### config.mk
export PLATFORM = sky130hd
export DESIGN_NAME = pt_ring_link_arb
export DESIGN_NICKNAME = d
export VERILOG_FILES = /design/src/rtl/pt_ring_link_arb.sv
export SDC_FILE = /design/constraint.sdc
export NUM_CORES = 1
export LEC_CHECK = 0
export BUFFER_PORTS_ARGS = -buffer_cell sky130_fd_sc_hd__buf_4
export CORE_AREA = 2 2 62 88
export DETAILED_ROUTE_END_ITERATION = 16
export DIE_AREA = 0 0 64 90
export GPL_ROUTABILITY_DRIVEN = 0
export PLACE_DENSITY = 0.78
export SYNTH_ARGS = -nofsm -noshare
export SYNTH_HDL_FRONTEND = slang
export SYNTH_SLANG_ARGS = --single-unit
### constraint.sdc
create_clock -name clk -period 1.77 [get_ports clk]
set_input_delay 0.2655 -clock clk [delete_from_list [all_inputs] [get_ports clk]]
set_output_delay 0.2655 -clock clk [all_outputs]
set_load 0.02 [all_outputs]
### src/rtl/pt_ring_link_arb.sv
// -----------------------------------------------------------------------------
// pt_ring_link_arb
//
// Packet-level round-robin arbiter sharing one ring output link between NREQ
// node FIFOs (local inject and ring-through). A grant is locked for a whole
// packet. Flits reach the link through a single output register with a
// valid/ready handshake. A packet that runs to MAX_FLITS flits without a tail
// is cut off, and a sticky error is raised.
//
// Parameters
//   WIDTH      flit data width
//   NREQ       number of requesters (2..8; 1 degenerates to pass-through)
//   MAX_FLITS  flits per packet before a forced release (>= 2)
//
// Ports
//   clk        clock, all logic on the rising edge
//   rst        asynchronous reset, active low
//   iReqVld    per-requester head flit valid (FIFO not empty)
//   iReqDat    per-requester head flit data, requester i in slice i
//   iReqLast   per-requester head flit is a packet tail
//   oReqRdEn   pop strobe back to the requester FIFOs, one-hot or zero
//   oLinkVld   link flit valid
//   oLinkDat   link flit data
//   oLinkLast  link flit is a packet tail
//   iLinkRdy   downstream accepts the link flit when high with oLinkVld
//   oGrant     registered one-hot current owner, zero while idle
//   oBusy      a packet transfer is in progress
//   oErr       sticky over-length packet error
// -----------------------------------------------------------------------------
module pt_ring_link_arb #(
   parameter int WIDTH     = 32,
   parameter int NREQ      = 2,
   parameter int MAX_FLITS = 16
) (
   input  logic                   clk,
   input  logic                   rst,
   input  logic [NREQ-1:0]        iReqVld,
   input  logic [NREQ*WIDTH-1:0]  iReqDat,
   input  logic [NREQ-1:0]        iReqLast,
   output logic [NREQ-1:0]        oReqRdEn,
   output logic                   oLinkVld,
   output logic [WIDTH-1:0]       oLinkDat,
   output logic                   oLinkLast,
   input  logic                   iLinkRdy,
   output logic [NREQ-1:0]        oGrant,
   output logic                   oBusy,
   output logic                   oErr
);

   // Index width kept at least one bit so NREQ=1 still elaborates.
   localparam int IDXW = (NREQ > 1) ? $clog2(NREQ) : 1;
   // The counter only has to reach MAX_FLITS-1: that pop always releases.
   localparam int CNTW = $clog2(MAX_FLITS);

   localparam logic [CNTW-1:0] CNT_LAST = CNTW'(MAX_FLITS - 1);
   localparam logic [IDXW-1:0] IDX_LAST = IDXW'(NREQ - 1);
   localparam logic [NREQ-1:0] GRANT_ONE = NREQ'(1);

   typedef enum logic {
      ST_IDLE = 1'b0,
      ST_XFER = 1'b1
   } state_t;

   state_t            state_q;
   logic [IDXW-1:0]   ptr_q;
   logic [IDXW-1:0]   owner_q;
   logic [CNTW-1:0]   cnt_q;
   logic [NREQ-1:0]   grant_q;
   logic              link_vld_q;
   logic [WIDTH-1:0]  link_dat_q;
   logic              link_last_q;
   logic              err_q;

   logic [IDXW-1:0]   ptr_d;
   logic [CNTW-1:0]   cnt_d;

   logic [WIDTH-1:0]  req_dat [NREQ];

   logic              pick_found;
   logic [IDXW-1:0]   pick_idx;

   logic              owner_vld;
   logic              owner_last;
   logic [WIDTH-1:0]  owner_dat;
   logic              space;
   logic              pop;
   logic              at_limit;
   logic              release_pkt;
   logic              overlen;

   // ------------------------------------------------------------------
   // Unpack the flat data bus into per-requester slices and build the
   // pop strobes. Only the owner can ever see its strobe.
   // ------------------------------------------------------------------
   generate
      for (genvar gi = 0; gi < NREQ; gi++) begin : g_req
         assign req_dat[gi]  = iReqDat[gi*WIDTH +: WIDTH];
         assign oReqRdEn[gi] = pop & (owner_q == IDXW'(gi));
      end
   endgenerate

   // (base + k) mod NREQ, with k < NREQ so one conditional subtract suffices.
   function automatic logic [IDXW-1:0] wrap_add(input logic [IDXW-1:0] base,
                                                input int k);
      int s;
      s = int'(base) + k;
      if (s >= NREQ) begin
         s = s - NREQ;
      end
      return IDXW'(s);
   endfunction

   // ------------------------------------------------------------------
   // Round-robin pick: first valid requester at or after ptr, wrapping.
   // Only consulted in IDLE, so non-owners are ignored during a packet.
   // ------------------------------------------------------------------
   always_comb begin
      pick_found = 1'b0;
      pick_idx   = ptr_q;
      for (int k = 0; k < NREQ; k++) begin
         if (!pick_found && iReqVld[wrap_add(ptr_q, k)]) begin
            pick_found = 1'b1;
            pick_idx   = wrap_add(ptr_q, k);
         end
      end
   end

   // ------------------------------------------------------------------
   // Owner datapath and handshake.
   // The output register has room when empty or being drained this cycle,
   // so a pop and a downstream accept can overlap without a bubble.
   // ------------------------------------------------------------------
   assign owner_vld   = iReqVld[owner_q];
   assign owner_last  = iReqLast[owner_q];
   assign owner_dat   = req_dat[owner_q];
   assign space       = ~link_vld_q | iLinkRdy;
   assign pop         = (state_q == ST_XFER) & owner_vld & space;
   assign at_limit    = (cnt_q == CNT_LAST);
   assign release_pkt = pop & (owner_last | at_limit);
   // A forced cut: the following flit from this owner starts a new packet.
   assign overlen     = pop & ~owner_last & at_limit;

   // Pointer moves just past the releasing owner.
   assign ptr_d = (owner_q == IDX_LAST) ? '0 : owner_q + 1'b1;
   assign cnt_d = cnt_q + 1'b1;

   // ------------------------------------------------------------------
   // FSM, output register and sticky error.
   // ------------------------------------------------------------------
   always_ff @(posedge clk or negedge rst) begin
      if (!rst) begin
         state_q     <= ST_IDLE;
         ptr_q       <= '0;
         owner_q     <= '0;
         cnt_q       <= '0;
         grant_q     <= '0;
         link_vld_q  <= 1'b0;
         link_dat_q  <= '0;
         link_last_q <= 1'b0;
         err_q       <= 1'b0;
      end else begin
         // Output register: load on pop, clear when drained with no refill,
         // otherwise hold (backpressure or an empty cycle with nothing sent).
         if (pop) begin
            link_vld_q  <= 1'b1;
            link_dat_q  <= owner_dat;
            link_last_q <= owner_last;
         end else if (iLinkRdy) begin
            link_vld_q  <= 1'b0;
         end

         if (overlen) begin
            err_q <= 1'b1;
         end

         case (state_q)
            ST_IDLE: begin
               // The grant cycle never pops; popping starts next cycle.
               if (pick_found) begin
                  state_q <= ST_XFER;
                  owner_q <= pick_idx;
                  grant_q <= GRANT_ONE << pick_idx;
                  cnt_q   <= '0;
               end
            end
            ST_XFER: begin
               // An owner bubble simply waits here; there is no timeout.
               if (pop) begin
                  if (release_pkt) begin
                     state_q <= ST_IDLE;
                     grant_q <= '0;
                     ptr_q   <= ptr_d;
                     cnt_q   <= '0;
                  end else begin
                     cnt_q   <= cnt_d;
                  end
               end
            end
            default: begin
               state_q <= ST_IDLE;
               grant_q <= '0;
            end
         endcase
      end
   end

   assign oGrant    = grant_q;
   assign oBusy     = (state_q == ST_XFER);
   assign oErr      = err_q;
   assign oLinkVld  = link_vld_q;
   assign oLinkDat  = link_dat_q;
   assign oLinkLast = link_last_q;

endmodule
==> flow_summary.json, run 1 <==
{
  "p_leak_nw": 1.59,
  "vias": 2201,
  "rsz0062_at_grt": "false",
  "critPathMaxFanout": 5,
  "worstSetupEndpointType": "primary output",
  "grt_pass1_vias": 2123,
  "power_mw": 5.97,
  "crit_type": "register to primary output",
  "synth_flop_cell": "dfrtp_1",
  "cts_sinks": 44,
  "clk_pin_slew_worst_paths_ns": 0.09,
  "antenna_found_initial": 0,
  "clk_latency_ns": 0.29,
  "ys_ff_latch": 44,
  "relSlewSlack_pct": 60.2,
  "syn_to_final_growth_pct": 55.4,
  "vdd_drop_max_uv": 992,
  "drive_gt1_share_pct": 46.3,
  "final_cell_mix": "127 x buf_4, 42 x dfrtp_1, 33 x mux2i_1",
  "clock-skew-final_ns": 0.00578,
  "grt_max_degree": 45,
  "die_w_um": 64,
  "synth_fp_nets": 276,
  "power.density_mw_per_mm2": 1760,
  "first_iter_violations": 99,
  "postSynthCellCount": 204,
  "worst_pin_slew_ns": 0.594,
  "grt-ovfl-total": 0,
  "status": "finished, final reports clean",
  "finalMaxSlewViolations": 0,
  "drc": 0,
  "clockBufferDepth": 2,
  "die_y_um": 90,
  "clock-root-buffer": "clkbuf_8",
  "synth_edf_count": 0,
  "hold_viol": 0,
  "wl_per_cell_um": 16.4,
  "post-route-period-util_pct": 95.4,
  "cp.arrival_ns": 1.42,
  "cts_buffers": 5,
  "htree_levels": 2,
  "antenna_cells": 0,
  "drt_pass1_iterations": 4,
  "async_reset_ff_share_pct": 100,
  "drt-total-wl_mm": 6.42,
  "finalNonFillerCells": 392,
  "row_count": 31,
  "nNetsFinal": 397,
  "avgSynthCellArea_um2": 10.7,
  "tritoncts": "yes",
  "viasPerCell": 5.61,
  "fin_setup_tns_ns": 0,
  "antenna_left": 0,
  "final_common_cell": "buf_4",
  "max_cap_violations": 0,
  "yosysWarnings": 0,
  "start_kind": "register",
  "required_ns": 1.50,
  "grt_pass1_wl_mm": 10.4,
  "yosysUniqueCellTypes": 33,
  "synth_seq_area_share_pct": 50.4,
  "fillers": 393,
  "max_freq_ghz": 0.592,
  "initial_utilization_pct": 43.7,
  "numPortBuffers": 110,
  "grt_util_all_layers_pct": 22.6,
  "ios": 111,
  "dp_hpwl_mm": 4.29,
  "hp-class": "input pin to register",
  "setup_violations": 0,
  "core_area_mm2": 0.00500,
  "dieArea_mm2": 0.00576,
  "syn_area_mm2": 0.00219,
  "period_needed_ns": 1.69,
  "dp_cells": 376
}
power by group:
part	switching, mW	total [mW]	internal [mW]
clock network	0.343	0.804	0.462
logic	1.89	3.41	1.53
registers	0.289	1.75	1.47
per-stage QoR:
step / hold WS [ns] / setup WS, ns / instance area [um2] / utilization, %
2_1_floorplan: -0.0301 / 0.155 / 2190 / -
3_3_place_gp: 0.291 / -0.186 / 3130 / 62.5
3_5_place_dp: 0.298 / -0.218 / 3130 / 62.5
4_1_cts: 0.259 / -0.00642 / 3370 / 67.3
5_1_grt: 0.277 / 0.0172 / 3400 / 67.9
6_report: 0.268 / 0.0818 / 3400 / 67.9
sequential cells by signal, summed over array words and instances (netlist names):
register   flops
oLinkDat      32
cnt_q          4
oGrant         2
oBusy          1
oErr           1
oLinkLast      1
oLinkVld       1
owner_q        1
ptr_q          1
worst paths after layout:
path / start / end / slack [ns] / cells past startpoint
worst max-delay path: owner_q / oReqRdEn[0] / 0.08 / 4
worst min-delay path: iReqDat[58] / oLinkDat[26] / 0.27 / 3
worst max register to register: owner_q / ptr_q / 0.13 / 4
worst min register to register: oErr / oErr / 0.48 / 1
max in group asynchronous: rst / cnt_q[0] / 0.86 / 2
min in group asynchronous: rst / oErr / 0.49 / 2
routing by layer:
metal  global-route usage (%)  vias to the layer above  wire length [um]
met5                        0                        -                 0
met4                     8.51                        0               127
met3                     3.88                       10               334
met2                     39.4                       73              3490
met1                     27.2                     1096              2470
li1                         -                     1022                 -
timing repair:
item | CTS | global route
hold buffers | 1 | 0
cloned | 1 | 0
setup buffers | 6 | 1
endpoints found under the hold margin | 44 | 0
endpoints found under the setup margin | 38 | 5
resized for setup | 10 | 8
pin swaps | 2 | 0
cells by family (layout without fill, tap and decap cells):
group / count (synthesis) / after routing / synth area share [%]
DFF: 44 / 44 / 50.4
adders and majority gates: 1 / 1 / 0.572
AOI/OAI and AO/OA: 80 / 80 / 22.7
buffers and inverters: 23 / 144 / 4.29
muxes: 37 / 37 / 17.2
and+or+nand+nor: 19 / 20 / 4.87
worst max-delay path, cell delays in order (launching register included):
cell and delay, ns:
dfrtp_2 0.48, mux2_4 0.35, nand3_4 0.09, nor2_1 0.04, buf_4 0.16
area by class of cell:
| type | count | area, um2 | share of cell area, % |
|---|---|---|---|
| Timing Repair Buffer | 131 | 1010 | 29.6 |
| Inverter | 5 | 18.8 | 0.553 |
| Tap cell | 66 | 82.6 | 2.43 |
| Clock inverter | 2 | 38.8 | 1.14 |
| Clock buffer | 6 | 82.6 | 2.43 |
| Sequential cell | 44 | 1100 | 32.5 |
| Multi-Input combinational cell | 138 | 1060 | 31.3 |
cell usage after synthesis, drive strengths merged (2+ instances only):
master	instances	area [um2]
nand2	6	22.5
nor2	2	7.51
o32ai	2	17.5
nand4	3	18.8
buf	7	33.8
a21oi	32	160
a2111oi	3	46.3
inv	5	18.8
nand3	2	10.0
o21bai	2	15.0
dfrtp	44	1100
clkbuf	11	41.3
mux2	2	22.5
o21ai	5	25.0
a31oi	32	200
mux2i	35	354
No activity file was read; power rests on OpenSTA's default activity.
==> inputs of run 2 (changes only) <==
- BUFFER_PORTS_ARGS: -buffer_cell sky130_fd_sc_hd__buf_4 -> -buffer_cell sky130_fd_sc_hd__buf_2
==> flow_summary.json, run 2 (synthesized netlist as in run 1, its figures left out) <==
{
  "status": "finished, final reports clean",
  "hold_ws_ns": 0.261,
  "setup_violations": 0,
  "path_delay_family": "flip-flops",
  "post-route-period-util_pct": 97.9,
  "dp_cells": 377,
  "drt_pass1_iterations": 4,
  "drt-total-wl_mm": 6.04,
  "syn_to_final_growth_pct": 38.6,
  "ios": 111,
  "fin_area_mm2": 0.00303,
  "whs_path_depth": 3,
  "p_sw_share_pct": 44.7,
  "dp_hpwl_mm": 4.45,
  "core_area_mm2": 0.00500,
  "max_freq_ghz": 0.577,
  "nNetsFinal": 394,
  "largest_reg_flops": 32,
  "required_ns": 1.50,
  "path_buf_inv": 2,
  "crit_slowest_cell": "dfrtp_2",
  "clockBufferDepth": 2,
  "antenna_found_initial": 0,
  "die_w_um": 64,
  "drc": 0,
  "vias": 2134,
  "fin_ws_ns": 0.0370,
  "initial_utilization_pct": 43.7,
  "hold_viol": 0,
  "fin_setup_tns_ns": 0,
  "worstRegToRegCells": 4,
  "dp_worst_setup_slack_ns": 0.0914,
  "dpl_cell_area_mm2": 0.00287,
  "wl_per_cell_um": 15.5,
  "start_kind": "register",
  "seqPwrFrac_pct": 32.0,
  "relSlewSlack_pct": 50.6,
  "dieArea_mm2": 0.00576,
  "power.density_mw_per_mm2": 1770,
  "antenna_left": 0,
  "grt-ovfl-total": 0,
  "internal_power_mw": 2.96,
  "min_to": "oLinkDat[3]",
  "worst_pin_slew_ns": 0.738,
  "drive_gt1_share_pct": 43.7,
  "finalNonFillerCells": 389,
  "max_cap_violations": 0,
  "cpPeakStageDelay_ns": 0.43,
  "final_common_cell": "buf_2",
  "rsz0062_at_grt": "true",
  "clk_pin_slew_worst_paths_ns": 0.08,
  "viasPerCell": 5.49,
  "grt_util_all_layers_pct": 21.4,
  "htree_levels": 2,
  "path_cells": "buf_6, mux2_4, nand3_4, nor2_1, buf_4",
  "grt_pass1_wl_mm": 9.78,
  "r2r-end": "oLinkDat[29]",
  "finalMaxSlewViolations": 0,
  "row_count": 31,
  "tritoncts": "yes",
  "p_clk_share_pct": 12.2,
  "hp-class": "input pin to register",
  "grt_pass1_vias": 2139,
  "period_needed_ns": 1.73,
  "cp.arrival_ns": 1.47,
  "critPathMaxFanout": 4,
  "die_y_um": 90,
  "p_leak_nw": 1.45,
  "cts_buffers": 5,
  "grt_max_degree": 40,
  "worstSetupEndpointType": "primary output",
  "crit_type": "register to primary output",
  "antenna_cells": 0,
  "clk_latency_ns": 0.30,
  "power_mw": 5.36,
  "cts_sinks": 44,
  "p_sw_mw": 2.39,
  "first_iter_violations": 123,
  "final_cell_mix": "108 x buf_2, 43 x dfrtp_1, 34 x mux2i_1",
  "numPortBuffers": 110,
  "clock-skew-final_ns": 0.00682,
  "combinationalPowerShare_pct": 55.8,
  "r2r_setup_slack_ns": 0.11,
  "utilization_pct": 60.5,
  "fillers": 447,
  "hp-start": "iReqDat[3]",
  "clock-root-buffer": "clkbuf_8",
  "vdd_drop_max_uv": 828,
  "r2r-start": "oLinkVld"
}
run 2: repair_timing:
item | 4_1_cts | 5_1_grt
hold endpoints to repair | 4 | 0
resized for setup | 6 | 2
cloned | 0 | 0
pin swaps | 1 | 1
setup buffers | 1 | 2
hold buffers | 1 | 0
setup endpoints to repair | 2 | 3
run 2: power groups by stage:
stage | combinational [mW] | sequential, mW | clock [mW]
finish | 2.99 | 1.71 | 0.654
global route | 3.23 | 1.77 | 0.718
CTS | 2.98 | 1.70 | 0.674
floorplan | 1.42 | 2.22 | 0
detailed placement | 2.92 | 1.72 | 0
global placement | 2.85 | 1.71 | 0
run 2: tightest hold or removal path, cell delays in order:
cell and delay (ns):
buf_2 0.07, mux2i_1 0.05, a21oi_1 0.13
run 2: worst max-delay path by stage:
stage | slack [ns] | cells past startpoint | start | to
floorplan | 0.15 | 4 | cnt_q[0] | ptr_q
global placement | 0.14 | 4 | owner_q | oLinkDat[25]
detailed placement | 0.09 | 4 | oLinkVld | oLinkDat[5]
CTS | 0.004 | 5 | owner_q | oReqRdEn[0]
global route | -0.006 | 5 | owner_q | oReqRdEn[1]
finish | 0.04 | 5 | owner_q | oReqRdEn[0]
run 2: area by class of cell:
type / count / area (um2) / area share, %
Sequential cell: 44 / 1100 / 36.4
Multi-Input combinational cell: 137 / 1010 / 33.3
Timing Repair Buffer: 129 / 724 / 23.9
Clock buffer: 7 / 86.3 / 2.85
Tap cell: 66 / 82.6 / 2.73
Inverter: 5 / 18.8 / 0.620
Clock inverter: 1 / 7.51 / 0.248
run 2: layer usage:
metal,part of all wire (%),wire [um],vias to the layer above,GRT usage (%)
met1,38,2320,1023,24.2
met5,0,0,-,0
met2,55,3310,87,39.5
met4,1.5,89,0,7.25
met3,5.3,318,7,3.88
li1,-,-,1017,-
